$ cat config.mk
export PLATFORM = sky130hd
export DESIGN_NAME = clkdiv_ctrl
export DESIGN_NICKNAME = d
export VERILOG_FILES = /design/src/rtl/clkdiv_pkg.sv /design/src/rtl/clkdiv_cnt.sv /design/src/rtl/clkdiv_ctrl.sv
export SDC_FILE = /design/constraint.sdc
export NUM_CORES = 1
export LEC_CHECK = 0
export CAP_MARGIN = 20
export CORE_ASPECT_RATIO = 1.4
export CORE_MARGIN = 2
export CORE_UTILIZATION = 60
export CTS_BUF_LIST = sky130_fd_sc_hd__clkbuf_8 sky130_fd_sc_hd__clkbuf_16
export DETAILED_ROUTE_END_ITERATION = 7
export HOLD_SLACK_MARGIN = 0.12
export PLACE_DENSITY = 0.94
export SLEW_MARGIN = 30
export SYNTH_ARGS = -nofsm -noshare
export SYNTH_HDL_FRONTEND = slang
export SYNTH_SLANG_ARGS = --single-unit
$ cat constraint.sdc
create_clock -name clk -period 7.1 [get_ports clk]
set_clock_uncertainty 0.1 [all_clocks]
set_input_delay 1.775 -clock clk [delete_from_list [all_inputs] [get_ports clk]]
set_output_delay 1.775 -clock clk [all_outputs]
set_load 0.01 [all_outputs]
$ cat src/rtl/clkdiv_pkg.sv
// Shared definitions for the clock divider controller: state encoding and
// reset-time defaults for the period/high-time configuration.
package clkdiv_pkg;

    localparam int CLKDIV_W        = 8;
    localparam int CLKDIV_DEF_DIV  = 4;
    localparam int CLKDIV_DEF_HIGH = 1;

    typedef enum logic [1:0] {
        ST_IDLE = 2'd0,
        ST_RUN  = 2'd1,
        ST_STOP = 2'd2
    } state_t;

endpackage

$ cat src/rtl/clkdiv_cnt.sv
// Period counter: counts 0..div-1, restarts on load, flags the last cycle
// of the period so the controller can act on the boundary.
module clkdiv_cnt
    import clkdiv_pkg::*;
#(
    parameter int W = CLKDIV_W
) (
    input  logic         clk,
    input  logic         rst,
    input  logic         load,
    input  logic [W-1:0] div,
    output logic [W-1:0] cnt,
    output logic         last
);

    logic [W-1:0] r_cnt;

    // NOTE: sequential state uses non-blocking assignments so every flop
    // samples the pre-edge values of its neighbours.
    always_ff @(posedge clk or posedge rst) begin
        if (rst) begin
            r_cnt <= '0;
        end else if (load) begin
            r_cnt <= '0;
        end else begin
            r_cnt <= r_cnt + W'(1);
        end
    end

    assign cnt  = r_cnt;
    assign last = (r_cnt == div - W'(1));

endmodule

$ cat src/rtl/clkdiv_ctrl.sv
// Programmable clock divider / pulse generator with glitch-free
// reconfiguration: new settings only take effect on a period boundary.
module clkdiv_ctrl
    import clkdiv_pkg::*;
#(
    parameter int W        = CLKDIV_W,
    parameter int DEF_DIV  = CLKDIV_DEF_DIV,
    parameter int DEF_HIGH = CLKDIV_DEF_HIGH
) (
    input  logic         clk,
    input  logic         rst,
    input  logic         en,
    input  logic         cfg_valid,
    input  logic [W-1:0] cfg_div,
    input  logic [W-1:0] cfg_high,
    output logic         cfg_ready,
    output logic         clk_out,
    output logic         period_start,
    output logic         busy
);

    state_t       r_state;
    state_t       w_state_nxt;
    logic [W-1:0] r_act_div;
    logic [W-1:0] r_act_high;
    logic [W-1:0] r_pend_div;
    logic [W-1:0] r_pend_high;
    logic         r_pend;
    logic         r_clk_out;

    logic [W-1:0] w_cnt;
    logic [W-1:0] w_cnt_nxt;
    logic [W-1:0] w_div_c;
    logic [W-1:0] w_high_c;
    logic [W-1:0] w_next_high;
    logic         w_last;
    logic         w_load;
    logic         w_accept;
    logic         w_boundary;
    logic         w_swap;

    clkdiv_cnt #(.W(W)) u_cnt (
        .clk  (clk),
        .rst  (rst),
        .load (w_load),
        .div  (r_act_div),
        .cnt  (w_cnt),
        .last (w_last)
    );

    // High time is clamped against the already-clamped period.
    always_comb begin
        w_div_c  = (cfg_div < W'(2)) ? W'(2) : cfg_div;
        w_high_c = cfg_high;
        if (cfg_high == '0) begin
            w_high_c = W'(1);
        end else if (cfg_high >= w_div_c) begin
            w_high_c = w_div_c - W'(1);
        end
    end

    assign w_accept    = cfg_valid && !r_pend;
    assign w_boundary  = (r_state != ST_IDLE) && w_last;
    assign w_swap      = r_pend && ((r_state == ST_IDLE) || w_boundary);
    assign w_next_high = w_swap ? r_pend_high : r_act_high;
    assign w_load      = (r_state == ST_IDLE) || w_boundary;
    assign w_cnt_nxt   = w_load ? '0 : (w_cnt + W'(1));

    always_ff @(posedge clk or posedge rst) begin
        if (rst) begin
            r_state <= ST_IDLE;
        end else begin
            r_state <= w_state_nxt;
        end
    end

    // NOTE: every output of this block is given a default first, so no
    // path leaves a signal unassigned and no latch is inferred.
    always_comb begin
        w_state_nxt  = r_state;
        cfg_ready    = !r_pend;
        busy         = (r_state != ST_IDLE);
        period_start = (r_state != ST_IDLE) && (w_cnt == '0);
        case (r_state)
            ST_IDLE: if (en) w_state_nxt = ST_RUN;
            ST_RUN: begin
                if (w_last)   w_state_nxt = en ? ST_RUN : ST_IDLE;
                else if (!en) w_state_nxt = ST_STOP;
            end
            ST_STOP: if (w_last) w_state_nxt = en ? ST_RUN : ST_IDLE;
            default: w_state_nxt = ST_IDLE;
        endcase
    end

    // clk_out is computed from next-cycle count and high time so it stays
    // aligned with cnt, including the first cycle under a new config.
    always_ff @(posedge clk or posedge rst) begin
        if (rst) begin
            r_clk_out <= 1'b0;
        end else begin
            r_clk_out <= (w_state_nxt != ST_IDLE) && (w_cnt_nxt < w_next_high);
        end
    end

    assign clk_out = r_clk_out;

    always_ff @(posedge clk or posedge rst) begin
        if (rst) begin
            r_act_div   <= W'(DEF_DIV);
            r_act_high  <= W'(DEF_HIGH);
            r_pend_div  <= '0;
            r_pend_high <= '0;
            r_pend      <= 1'b0;
        end else if (w_accept) begin
            r_pend_div  <= w_div_c;
            r_pend_high <= w_high_c;
            r_pend      <= 1'b1;
        end else if (w_swap) begin
            r_act_div   <= r_pend_div;
            r_act_high  <= r_pend_high;
            r_pend      <= 1'b0;
        end
    end

endmodule

==> results.txt <==
Status - completed
Vias in the first global route - 2,120
Crit Path Class - in2reg
DR pass1 iterations - 4
Max clock buf depth - 2
Gr usage total - 26.0%
Via Count - 2,166
Cell Area, Synth - 0.00277 mm2
# IOs - 24
Area Overhead vs Synth - 12.9%
CTS tree - yes
Power share of the combinational group - 48.3%
CP Max Fanout - 7
CP bufs+invs - 2
Die Wd - 61.4 um
DR DRC count - 0
Register area share after synthesis - 39.9%
H-tree depth - 2
Internal - 0.729 mW
Required time of the critical path - 7.20 ns
Routed Antenna Nets - 0
Maximum VDD drop - 0.168 mV
Met3 WL - 222 um
Netlist cell types - 45
Max-Cap Viols - 0
Die area - 0.00518 mm2
Synth Register Bits - 44
CTS Buf Count - 5
Share of layout cells above drive strength 1 - 12.2%
Post-CTS Resized - 0
Post-synthesis mux area share - 11.1%
Top cell family by delay on the critical path - simple AND/OR/NAND/NOR gates
Via density - 6.05
Top sig layer - met4
GRT overflow - 0
Routed wire length - 5950 um
Crit path launch type - input pin
Switching power total - 0.469 mW
Syn_nets - 311
Worst Path Arrival - 5.09 ns
Fin. max-slew vios - 0
Ys Warns - 0
Post-Synth Adder-Cell Area - 8.60%
Minimum clock period - 4.98 ns
Final GP Congestion - 0.901
Syn avg cell area - 10.2 um2
Per-cell routed wire length - 16.6 um
Worst r2r path cells - 15
Critical Path End Type - register
N_diodes - 0
Hold Crit Class - reg2reg
Port-buffer cells - 23
Setup TNS - 0 ns
First-pass GRT wire length - 10,000 um
Iter 0 DRT Violations - 164
Setup violators final - 0
Hold_ws - 0.384 ns
CP max-delay cell - clkdlybuf4s50_1
Maximum number of pins on one net before global-route repair - 45
Largest family of logic cells by synthesized area - simple AND/OR/NAND/NOR gates
Die H - 84.3 um
# nets final - 335
Top cell by count, worst path - or3_1
Sequential share of power - 39.1%
Reg2reg setup slack - 2.38 ns
Pwr dens - 384 mW/mm2
Top FF cell, synth - dfrtp_1
Clock Latency Late Sink - 0.30 ns
Commonest non-fill, non-tap cell in the layout - dfrtp_1
Unrepaired setup endpoints after global routing - false
Rel. slew slack - 36.4%
Synth Area in Compound Gates - 14.4%
Area of the core - 0.00450 mm2
Sw Share - 39.1%
Met2 wire length - 3230 um
Root Driver - clkbuf_8
Fin. Hold Viols - 0
Reg clk slew, reported paths - 0.08 ns
Worst-Margin Slew - 0.950 ns
Clock power share - 12.6%
Initial antenna violation count - 0
CP Depth - 12
Number of post-CTS setup repair buffers - 0
Post-Synth XOR/XNOR Area - 6.65%
# clock sinks - 44
Number of synthesized flops with an enable pin - 0
Max Freq - 201 MHz
Critical-path cell list - clkdlybuf4s50_1 > or3_1 > or4_1 > o21ai_0 > inv_1 > ha_1 > nand2b_1 > a21o_1 > a21oi_1 > o21a_1 > or3_1 > o221ai_1
Metal-1 WL - 2320 um
Most frequent cells in the layout - dfrtp_1 (42), clkdlybuf4s50_1 (23), inv_1 (22), nand2_1 (20), ha_1 (19)
Leak pwr - 1.45 nW
Worst Hold Depth - 2
Post-Synth Simple-Gate Area - 14.8%
# rows - 29
Starting Density - 61.5%
Final worst path period share - 70.2%
Async S/R FF share, synth - 100%
Cells after Synth - 272
CP peak stage delay - 0.49 ns
Post-DP HPWL - 4520 um
Hold Buf Count CTS - 0
[sequential cells by signal, summed over array words and instances (netlist names)]
name and flops:
clk_out 1, r_act_div 8, r_act_high 8, r_pend 1
r_pend_div 8, r_pend_high 8, r_state 2, u_cnt.cnt 8
[path summary, 6_finish.rpt]
kind,from,end
worst max-delay path,cfg_div[2],r_pend_high[3]
worst min-delay path,r_pend_div[5],r_pend_div[5]
worst max register to register,r_act_div[0],clk_out
worst min register to register,r_pend_div[5],r_pend_div[5]
max in group asynchronous,rst,r_act_high[0]
min in group asynchronous,rst,r_act_div[5]
[power by group through the flow]
stage,registers (mW),logic [mW],clock network [mW]
floorplan,0.430,0.473,0
global placement,0.463,0.543,0
detailed placement,0.471,0.570,0
CTS,0.467,0.580,0.152
global route,0.485,0.635,0.162
finish,0.468,0.579,0.151
[final cells by class]
class                   instances  area, um2
repair buffers                 24        238
flip-flops and latches         44       1100
clock buffers                   5       68.8
well taps                      62       77.6
fillers                       362       1380
inverters                      22       82.6
clock inverters                 2       12.5
multi-input cells             199       1540
[worst min-delay path: stages (launching register included)]
cell     delay [ns]
dfrtp_1        0.35
nand2_1        0.05
o21ai_0        0.06
[synth_stat cells (all sizes together), types with 7 or more instances]
library cell / number / area (um2)
dfrtp: 42 / 1050
inv: 22 / 82.6
nand2: 20 / 75.1
ha: 19 / 238
o21ai: 19 / 98.9
mux2: 17 / 236
nor2: 16 / 60.1
xnor2: 13 / 114
nand3: 9 / 45.0
xor2: 8 / 70.1
mux2i: 7 / 70.1
[per-layer routing]
| layer | vias up | global-route usage [%] |
|---|---|---|
| met5 | - | 0 |
| met4 | 0 | 12.6 |
| met3 | 15 | 3.70 |
| met2 | 71 | 45.1 |
| met1 | 1050 | 30.0 |
| li1 | 1030 | - |
[logic make-up (layout without fill, tap and decap cells)]
kind of cell	count (synthesis)	count (layout)
AOI/OAI and AO/OA	55	55
xor gates and xnor gates	21	21
adders and majority gates	19	19
DFF	44	44
buffers and inverters	29	53
muxes	24	24
and+or+nand+nor	80	80
[metrics by stage]
stage / util [%] / area [um2] / instances / setup slack (ns) / power [mW]
5_1_grt: 69.4 / 3120 / 358 / 1.85 / 1.28
6_report: 69.4 / 3120 / 358 / 2.12 / 1.20
3_5_place_dp: 67.5 / 3040 / 351 / 1.84 / 1.04
2_1_floorplan: - / 2770 / 272 / 2.58 / 0.903
3_3_place_gp: 67.5 / 3040 / 351 / 1.92 / 1.01
4_1_cts: 69.4 / 3120 / 358 / 2.14 / 1.20
Note: power is estimated with default switching activity, not from simulation.
